File: src/rtl/fir4_pkg.sv
// fir4_pkg
// Shared constants and width helpers for the 4-tap moving-sum FIR and its inverse.
//   W_DEFAULT  - default recovered sample width
//   CLA_GROUP  - bit width of one carry-lookahead group
//   sum_width  - width of a 4-tap sum of w-bit samples (two growth bits)
//   num_groups - number of CLA groups needed to cover a given adder width
package fir4_pkg;

    localparam int unsigned W_DEFAULT = 16;
    localparam int unsigned CLA_GROUP = 4;

    function automatic int unsigned sum_width(input int unsigned w);
        return w + 2;
    endfunction

    function automatic int unsigned num_groups(input int unsigned width);
        return (width + CLA_GROUP - 1) / CLA_GROUP;
    endfunction

endpackage

File: src/rtl/fir4_cla.sv
// fir4_cla
// One carry-lookahead adder group (up to CLA_GROUP bits). Wider adders are
// built by chaining cout_o of one group into cin_i of the next.
// Ports:
//   a_i, b_i - addends
//   cin_i    - carry in
//   sum_o    - a_i + b_i + cin_i, low Width bits
//   cout_o   - carry out of the group
module fir4_cla
    import fir4_pkg::*;
#(
    parameter int unsigned Width = CLA_GROUP
) (
    input  logic [Width-1:0] a_i,
    input  logic [Width-1:0] b_i,
    input  logic             cin_i,
    output logic [Width-1:0] sum_o,
    output logic             cout_o
);

    logic [Width-1:0] prop;
    logic [Width-1:0] gen;
    logic [Width:0]   carry;
    logic             acc;
    logic             run_p;

    assign prop = a_i ^ b_i;
    assign gen  = a_i & b_i;

    // Each carry is the flattened lookahead sum-of-products
    //   c[i+1] = g[i] | p[i]g[i-1] | ... | p[i..0]cin
    // so no carry depends on a lower computed carry.
    always_comb begin
        carry    = '0;
        acc      = 1'b0;
        run_p    = 1'b0;
        carry[0] = cin_i;
        for (int i = 0; i < int'(Width); i++) begin
            acc   = gen[i];
            run_p = prop[i];
            for (int j = i - 1; j >= 0; j--) begin
                acc   = acc | (run_p & gen[j]);
                run_p = run_p & prop[j];
            end
            acc          = acc | (run_p & cin_i);
            carry[i + 1] = acc;
        end
    end

    assign sum_o  = prop ^ carry[Width-1:0];
    assign cout_o = carry[Width];

endmodule

File: src/rtl/fir4_inverse.sv
// fir4_inverse
// Recovers the input stream x[n] of a 4-tap moving-sum FIR from its output
//   y[n] = x[n] + x[n-1] + x[n-2] + x[n-3]
// using x[n] = y[n] - y[n-1] + x[n-4], evaluated modulo 2^(w+2).
// Two pipeline stages: an input register, then the two chained CLA adds and the
// output register, so out_valid follows in_valid by exactly two cycles.
// Valid-only flow control, no backpressure; history advances only on valid samples.
// Ports:
//   clk       - clock, all state on posedge
//   reset     - synchronous active-high reset
//   in_valid  - in_sum carries a new 4-tap sum
//   in_sum    - unsigned 4-tap sum, w+2 bits
//   out_valid - out_a holds a newly recovered sample
//   out_a     - recovered sample, w bits
//   err       - sticky range-check flag
// Build option: define FIR4INV_CHECK_EN to flag (sticky, until reset) any valid
// result whose top two bits are nonzero; otherwise err is tied to 0.
module fir4_inverse
    import fir4_pkg::*;
#(
    parameter int unsigned w = W_DEFAULT
) (
    input  logic         clk,
    input  logic         reset,
    input  logic         in_valid,
    input  logic [w+1:0] in_sum,
    output logic         out_valid,
    output logic [w-1:0] out_a,
    output logic         err
);

    localparam int unsigned SW = sum_width(w);
    localparam int unsigned NG = num_groups(SW);

    // Input stage
    logic          in_valid_q, in_valid_d;
    logic [SW-1:0] in_sum_q, in_sum_d;

    // History
    logic [SW-1:0] y_prev_q, y_prev_d;
    logic [w-1:0]  x1_q, x1_d;
    logic [w-1:0]  x2_q, x2_d;
    logic [w-1:0]  x3_q, x3_d;
    logic [w-1:0]  x4_q, x4_d;

    // Output stage
    logic          out_valid_q, out_valid_d;
    logic [w-1:0]  out_a_q, out_a_d;

    // Datapath
    logic [SW-1:0] y_prev_n;
    logic [SW-1:0] x4_ext;
    logic [SW-1:0] diff;
    logic [SW-1:0] res;
    logic [NG:0]   c_sub;
    logic [NG:0]   c_add;

    // y - y_prev as y + ~y_prev + 1: the +1 is the carry-in of the first group.
    assign y_prev_n = ~y_prev_q;
    assign x4_ext   = {{(SW - w){1'b0}}, x4_q};
    assign c_sub[0] = 1'b1;
    assign c_add[0] = 1'b0;

    for (genvar gi = 0; gi < NG; gi++) begin : g_grp
        localparam int unsigned Lo = gi * CLA_GROUP;
        // The top group is partial when SW is not a multiple of CLA_GROUP.
        localparam int unsigned Gw = (SW - Lo < CLA_GROUP) ? (SW - Lo) : CLA_GROUP;

        fir4_cla #(
            .Width (Gw)
        ) u_sub (
            .a_i    (in_sum_q[Lo +: Gw]),
            .b_i    (y_prev_n[Lo +: Gw]),
            .cin_i  (c_sub[gi]),
            .sum_o  (diff[Lo +: Gw]),
            .cout_o (c_sub[gi + 1])
        );

        fir4_cla #(
            .Width (Gw)
        ) u_add (
            .a_i    (diff[Lo +: Gw]),
            .b_i    (x4_ext[Lo +: Gw]),
            .cin_i  (c_add[gi]),
            .sum_o  (res[Lo +: Gw]),
            .cout_o (c_add[gi + 1])
        );
    end

    always_comb begin
        in_valid_d  = in_valid;
        // Hold the captured sum across gaps to avoid needless toggling.
        in_sum_d    = in_valid ? in_sum : in_sum_q;

        y_prev_d    = y_prev_q;
        x1_d        = x1_q;
        x2_d        = x2_q;
        x3_d        = x3_q;
        x4_d        = x4_q;
        out_valid_d = in_valid_q;
        out_a_d     = out_a_q;

        if (in_valid_q) begin
            y_prev_d = in_sum_q;
            x1_d     = res[w-1:0];
            x2_d     = x1_q;
            x3_d     = x2_q;
            x4_d     = x3_q;
            out_a_d  = res[w-1:0];
        end
    end

    always_ff @(posedge clk) begin
        if (reset) begin
            in_valid_q  <= 1'b0;
            in_sum_q    <= '0;
            y_prev_q    <= '0;
            x1_q        <= '0;
            x2_q        <= '0;
            x3_q        <= '0;
            x4_q        <= '0;
            out_valid_q <= 1'b0;
            out_a_q     <= '0;
        end else begin
            in_valid_q  <= in_valid_d;
            in_sum_q    <= in_sum_d;
            y_prev_q    <= y_prev_d;
            x1_q        <= x1_d;
            x2_q        <= x2_d;
            x3_q        <= x3_d;
            x4_q        <= x4_d;
            out_valid_q <= out_valid_d;
            out_a_q     <= out_a_d;
        end
    end

    assign out_valid = out_valid_q;
    assign out_a     = out_a_q;

`ifdef FIR4INV_CHECK_EN
    logic err_q, err_d;

    // A consistent sum stream never produces a result of w+1 bits or more.
    always_comb begin
        err_d = err_q;
        if (in_valid_q && (res[SW-1:w] != '0)) begin
            err_d = 1'b1;
        end
    end

    always_ff @(posedge clk) begin
        if (reset) begin
            err_q <= 1'b0;
        end else begin
            err_q <= err_d;
        end
    end

    assign err = err_q;

    // Modular arithmetic: the final group carries are intentionally dropped.
    logic unused_carries;
    assign unused_carries = ^{c_sub[NG], c_add[NG]};
`else
    assign err = 1'b0;

    logic unused_carries;
    assign unused_carries = ^{c_sub[NG], c_add[NG], res[SW-1:w]};
`endif

endmodule

File: config.mk
export PLATFORM = sky130hd
export DESIGN_NAME = fir4_inverse
export DESIGN_NICKNAME = d
export VERILOG_FILES = /design/src/rtl/fir4_pkg.sv /design/src/rtl/fir4_cla.sv /design/src/rtl/fir4_inverse.sv
export SDC_FILE = /design/constraint.sdc
export NUM_CORES = 1
export LEC_CHECK = 0
export CAP_MARGIN = 40
export CORE_ASPECT_RATIO = 1.4
export CORE_MARGIN = 10
export CORE_UTILIZATION = 58
export DETAILED_ROUTE_END_ITERATION = 10
export PLACE_DENSITY = 0.86
export SLEW_MARGIN = 20
export SYNTH_ARGS = -nofsm -noshare
export SYNTH_HDL_FRONTEND = slang
export SYNTH_SLANG_ARGS = --single-unit
File: constraint.sdc
create_clock -name clk -period 5 [get_ports clk]
set_input_delay 1.25 -clock clk [delete_from_list [all_inputs] [get_ports clk]]
set_output_delay 1.25 -clock clk [all_outputs]
set_load 0.05 [all_outputs]
==> flow_metrics.env, run 1 <==
export IMPL_status="completed"
export IMPL_required_ns=5.26
export IMPL_worst_clock_skew_ns=0.00445
export IMPL_max_slew_margin_pct=51.6
export IMPL_first_iter_violations=120
export IMPL_cts_root_buffer="clkbuf_16"
export IMPL_crit_arrival_ns=4.47
export IMPL_die_x_um=96.7
export IMPL_critPathCaptureType="register"
export IMPL_postCtsHoldBufs=0
export IMPL_cts_sinks=98
export IMPL_io_pins=39
export IMPL_max_clock_freq_ghz=0.238
export IMPL_core_rowCount=39
export IMPL_insertion_delay_ns=0.34
export IMPL_coreArea_um2=8100
export IMPL_synth_area_leaders="dfxtp_1 41%, mux2i_1 19%, nor2_1 8.3%"
export IMPL_path_clk_slew_ns=0.06
export IMPL_total_power_mw=1.86
export IMPL_fin_tns_setup_ns=0
export IMPL_ant_nets=0
export IMPL_die_height_um=127
export IMPL_place_congestion=0.857
export IMPL_grt_antenna_before_repair=0
export IMPL_crit_type="register to register"
export IMPL_synth_nets=549
export IMPL_routed_wl_um=9020
export IMPL_peakVddDrop_mv=0.201
export IMPL_die_area_um2=12300
export IMPL_overflow=0
export IMPL_dr_pass1_iters=4
export IMPL_area_growth_pct=14.2
export IMPL_final_max_slew_viol_count=0
export IMPL_synth_largest_area_cell="dfxtp_1"
export IMPL_place_inst=604
export IMPL_holdPathStages=2
export IMPL_synth_seq_cells=98
export IMPL_cts_buffer_depth=2
export IMPL_setup_viol_count_final=0
export IMPL_cts_tree="yes"
export IMPL_holdCritPathClass="register to register"
export IMPL_n_antenna_cell=0
export IMPL_yosysSeqAreaShare_pct=41.1
export IMPL_cts_htree_levels=3
export IMPL_synth_warnings=0
export IMPL_cts_buffers=9
export IMPL_period_share_pct=84.2
export IMPL_synthCells=490
export IMPL_hpwl_um=6410
export IMPL_postLayoutCoreUtil_pct=67.4
export IMPL_drc=0
export IMPL_syn_area_um2=4780
export IMPL_wl_per_cell_um=14.5
export IMPL_power_leakage_nw=2.25
export IMPL_tightest_slew_ns=0.726
export IMPL_grt_max_degree=54
export IMPL_vias=3388
export IMPL_p_per_area_nw_per_um2=341
export IMPL_nNetsFinal=572
export IMPL_crit_path_max_fanout=3
export IMPL_ys_types=48
export IMPL_async_reset_ff_share_pct=0
export IMPL_grt_pass1_vias=3448
export IMPL_ctsResizeCount=0
export IMPL_syn_area_per_cell_um2=9.75
export IMPL_drv_cap=0
export IMPL_vias_per_cell=5.46
export IMPL_drive_above_1_share_pct=5.41
export IMPL_hold_viol_final=0
export IMPL_r2r_cells=17
export IMPL_synth_edff_count=0
export IMPL_final_cells=620
export IMPL_netlist_area_leader_share_pct=41.1
export IMPL_cts_setup_buffers=0
export IMPL_fin_crit_ns=4.21
export IMPL_synthFlopType="dfxtp_1"
export IMPL_grt_pass1_wl_um=15500
export IMPL_initial_core_util_pct=59.0
export IMPL_start_kind="register"
export IMPL_grt_setup_unrepaired="false"
export IMPL_grt_total_usage_pct=14.7
export IMPL_io_buffers=35
## worst paths after layout
path / from / slack (ns) / endpoint
setup / recovery: y_prev_q[0] / 0.79 / out_a[12]
hold / removal: x3_q[2] / 0.49 / x4_q[2]
setup reg to reg: y_prev_q[0] / 0.79 / out_a[12]
hold reg to reg: x3_q[2] / 0.49 / x4_q[2]
## cell usage after synthesis, types with 2 or more instances
| master | count |
|---|---|
| fa_1 | 7 |
| nor3_1 | 3 |
| or3_1 | 2 |
| nand4_1 | 2 |
| clkbuf_1 | 19 |
| o21a_1 | 3 |
| buf_1 | 4 |
| o311ai_1 | 3 |
| xnor2_1 | 13 |
| inv_1 | 28 |
| a21oi_1 | 10 |
| a21oi_2 | 4 |
| ha_1 | 31 |
| xor2_1 | 6 |
| or4b_1 | 2 |
| o21ai_0 | 5 |
| dfxtp_1 | 98 |
| nor2_1 | 106 |
| nand2_1 | 4 |
| mux2i_1 | 92 |
| a21o_1 | 5 |
| a211oi_1 | 5 |
| nor2b_1 | 4 |
| o211ai_1 | 4 |
| nand3_1 | 7 |
## worst max-delay path, stage by stage, from the launching register on
cell and delay, ns:
dfxtp_1 0.36, inv_1 0.05, ha_1 0.32, o211ai_1 0.13
a21o_1 0.21, a21boi_1 0.24, o21a_1 0.19, nor2_1 0.07
fa_1 0.37, xnor2_1 0.14, ha_1 0.33, a21oi_1 0.23
o211ai_1 0.17, o211ai_1 0.30, nand2b_1 0.14, a21oi_1 0.22
fa_1 0.41, a211oi_1 0.22
## area by class of cell
type                    count  area, um2
fillers                   643       2640
multi-input cells         338       2600
flip-flops and latches     98       1970
repair buffers             38        375
clock buffers              14        274
well taps                 102        128
inverters                  28        105
clock inverters             2       10.0
## layer usage
layer / track usage [%] / wire, um / up-vias
met5: 0 / 0 / -
met4: 7.05 / 179 / 0
met3: 2.75 / 253 / 15
met2: 26.6 / 4720 / 36
met1: 16.2 / 3870 / 1622
li1: - / - / 1715
## registers in the layout, indices dropped and copies added (netlist names)
signal / cells
in_sum_q: 16
out_a: 16
x2_q: 16
x3_q: 16
x4_q: 16
y_prev_q: 16
in_valid_q: 1
out_valid: 1
## metrics by stage
step | cell area (um2) | setup WS [ns] | hold WS (ns)
after global placement | 5160 | 1.04 | 0.471
after floorplan | 4780 | 1.28 | 0.460
after CTS | 5460 | 0.840 | 0.502
after detailed placement | 5170 | 0.861 | 0.485
after global routing | 5460 | 0.555 | 0.514
final | 5460 | 0.791 | 0.494
## logic make-up after synthesis
group,Yosys count,share of synthesized area [%]
AO/OA/AOI/OAI,50,8.12
XOR/XNOR,19,3.48
adder cells (fa/ha/maj),38,11.0
buffers and inverters,54,4.50
flip-flops,98,41.1
multiplexers,92,19.3
other,1,0.0785
AND/OR/NAND/NOR,138,12.4
## power breakdown
part / switching (mW) / internal (mW) / total (mW)
Sequential: 0.0290 / 0.808 / 0.837
Combinational: 0.212 / 0.165 / 0.377
Clock: 0.272 / 0.376 / 0.648
Total: 0.513 / 1.35 / 1.86
## placed cells by master (no fill, tap or decap), types with 9 or more instances in the layout
master	n
a21oi_1	10
clkbuf_16	9
clkdlybuf4s50_1	34
dfxtp_1	97
ha_1	31
inv_1	28
mux2i_1	92
nor2_1	106
xnor2_1	13
Note: power is estimated with default switching activity, not from simulation.
==> run 2: changes to the inputs <==
Settings changed: CORE_UTILIZATION 58 to 52, PLACE_DENSITY 0.86 to 0.81.
Clock period 5 ns to 3.71 ns, I/O delays scaled along.
==> run 2 against run 1 <==
Compared with the run above:
- the run now ends with setup timing left
- wire length rose by 7.9%
- utilization fell by 2.5 points
- power increased by 38%
- sequential power rose by 34%
- first-iteration DRC count is 33% higher
- die area up 9.4%
- non-clock buffer count up 26
- combinational power grew 63%
- sequential share of layout area is 2.2 points lower
- critical path depth rose by 2
- largest cell class unchanged
- critical path type unchanged
- cell area increased by 6.8%
- setup slack got worse by 0.88 ns
==> flow_metrics.env, run 2 (synthesized netlist as in run 1, its figures left out) <==
export IMPL_cts_buffers=9
export IMPL_status="finished, violations left"
export IMPL_drc=0
export IMPL_r2r_setup_slack_ns=-0.08
export IMPL_start_kind="register"
export IMPL_required_ns=3.93
export IMPL_total_power_mw=2.58
export IMPL_final_max_slew_viol_count=0
export IMPL_num_fill_cells=668
export IMPL_ant_nets=0
export IMPL_n_antenna_cell=0
export IMPL_setup_viol_count_final=3
export IMPL_crit_path_max_fanout=3
export IMPL_crit_type="register to register"
export IMPL_holdCritPathClass="register to register"
export IMPL_pwr_share_comb_pct=23.8
export IMPL_cts_sinks=98
export IMPL_place_area_um2=5350
export IMPL_path_clk_slew_ns=0.06
export IMPL_grtUsageMet2_pct=24.2
export IMPL_dr_pass1_iters=4
export IMPL_p_int_mw=1.86
export IMPL_vias=3497
export IMPL_grt_pass1_vias=3576
export IMPL_grt_total_usage_pct=14.3
export IMPL_routed_wl_um=9730
export IMPL_p_sw_mw=0.720
export IMPL_die_x_um=101
export IMPL_crit_arrival_ns=4.02
export IMPL_postCtsHoldBufs=0
export IMPL_critical_path_max_stage_delay_ns=0.56
export IMPL_die_area_um2=13500
export IMPL_insertion_delay_ns=0.34
export IMPL_place_inst=629
export IMPL_setup_ws_ns=-0.0847
export IMPL_cp_startpoint="y_prev_q[0]"
export IMPL_io_pins=39
export IMPL_drv_cap=0
export IMPL_reg2reg_to="out_a[13]"
export IMPL_critPathCaptureType="register"
export IMPL_use_met3_pct=2.69
export IMPL_overflow=0
export IMPL_nNetsFinal=598
export IMPL_final_common_cell="nor2_1"
export IMPL_violations="setup timing"
export IMPL_cts_buffer_depth=2
export IMPL_cts_tree="yes"
export IMPL_slowest_stage="fa_2"
export IMPL_cp_common_cell="o211ai_1"
export IMPL_max_slew_margin_pct=65.8
export IMPL_grt_pass1_wl_um=15900
export IMPL_worst_clock_skew_ns=0.00621
export IMPL_drive_above_1_share_pct=14.6
export IMPL_pre_cts_slack_ns=-0.194
export IMPL_grt_antenna_before_repair=0
export IMPL_first_iter_violations=160
export IMPL_area_growth_pct=22.0
export IMPL_seqPwrFrac_pct=43.5
export IMPL_post_route_cell_area_um2=5830
export IMPL_grt_max_degree=99
export IMPL_initial_core_util_pct=53.2
export IMPL_power_leakage_nw=2.40
export IMPL_r2r_cells=19
export IMPL_core_rowCount=41
export IMPL_wl_per_cell_um=15.0
export IMPL_clockPowerShare_pct=32.7
export IMPL_netSwitchingFraction_pct=27.9
export IMPL_die_height_um=133
export IMPL_crit_path_end="out_a[13]"
export IMPL_path_cells="inv_1, ha_4, o211ai_1, a21o_1, a21boi_2, o21a_1, nor2_2, fa_2, inv_2, ha_4, o211ai_1, o21ai_1, o211ai_1, nand2b_1, a21oi_2, fa_2, xnor2_2, mux2i_1, nor2_1"
export IMPL_place_congestion=0.812
export IMPL_max_clock_freq_ghz=0.264
export IMPL_hpwl_um=6410
export IMPL_tightest_slew_ns=0.511
export IMPL_hold_viol_final=0
export IMPL_io_buffers=35
export IMPL_period_share_pct=102
export IMPL_cts_root_buffer="clkbuf_16"
export IMPL_cts_htree_levels=3
export IMPL_p_per_area_nw_per_um2=442
export IMPL_r2r_start="y_prev_q[0]"
export IMPL_peakVddDrop_mv=0.303
export IMPL_grt_setup_unrepaired="true"
export IMPL_met1_usage_pct=16.0
export IMPL_coreArea_um2=8980
export IMPL_busiest_layer="met2"
export IMPL_min_delay_start="y_prev_q[11]"
export IMPL_final_cell_mix="105 x nor2_1, 92 x dfxtp_1, 91 x mux2i_1"
export IMPL_final_cells=649
export IMPL_fin_crit_ns=3.79
export IMPL_vias_per_cell=5.39
-- run 2: cell types whose count changed in the layout (fill, tap and decap cells not counted), sizes merged --
cell,previous run,this run
buf,4,30
clkinv,2,0
-- run 2: power groups by stage --
| stage | registers, mW | logic, mW | clock network, mW |
|---|---|---|---|
| 2_1_floorplan | 1.19 | 0.342 | 0 |
| 3_3_place_gp | 1.15 | 0.513 | 0 |
| 3_5_place_dp | 1.15 | 0.535 | 0 |
| 4_1_cts | 1.13 | 0.557 | 0.856 |
| 5_1_grt | 1.13 | 0.671 | 0.893 |
| 6_report | 1.12 | 0.614 | 0.844 |
-- run 2: repair_timing --
| item | 4_1_cts | 5_1_grt |
|---|---|---|
| setup endpoints to repair | 3 | 6 |
| endpoints found under the hold margin | 0 | 0 |
| gates resized for setup | 12 | 20 |
| setup buffers | 2 | 4 |
| pin swaps | 13 | 24 |
-- run 2: area by class of cell --
| cell class | instances | area, um2 | area share (%) |
|---|---|---|---|
| sequential | 98 | 1970 | 33.8 |
| clock buffer | 14 | 264 | 4.53 |
| inverter | 28 | 105 | 1.80 |
| tap | 107 | 134 | 2.30 |
| timing repair buffer | 64 | 603 | 10.3 |
| multi-input combinational | 338 | 2750 | 47.2 |
-- run 2: metal layers --
metal	routed length (um)	vias up	part of all wire (%)
li1	-	1768	-
met1	4070	1663	42
met2	5140	49	53
met3	260	17	2.7
met4	253	0	2.6
met5	0	-	0
-- run 2: per-stage QoR --
step,hold slack [ns],TNS (ns),util (%)
after floorplan,0.460,0,-
after global placement,0.472,-0.0524,59.4
after detailed placement,0.482,-0.361,59.6
after CTS,0.488,-0.00373,63.3
after global routing,0.511,-0.862,64.9
final,0.494,-0.208,64.9
-- run 2: worst min path at each step --
| stage | endpoint | slack [ns] | cells past startpoint |
|---|---|---|---|
| 6_report | y_prev_q[11] | 0.49 | 2 |
| 5_1_grt | y_prev_q[9] | 0.51 | 2 |
| 4_1_cts | y_prev_q[2] | 0.49 | 2 |
| 3_5_place_dp | y_prev_q[11] | 0.48 | 2 |
| 3_3_place_gp | x2_q[1] | 0.47 | 2 |
| 2_1_floorplan | x2_q[0] | 0.46 | 2 |
-- run 2: worst max-delay path, delay by kind of cell, from the launching register on --
kind	cells	cell delay [ns]
fa+ha+maj	4	1.44
compound gates	8	1.25
flops	1	0.33
simple gates	3	0.27
xor+xnor	1	0.14
mux	1	0.13
buf+inv	2	0.11
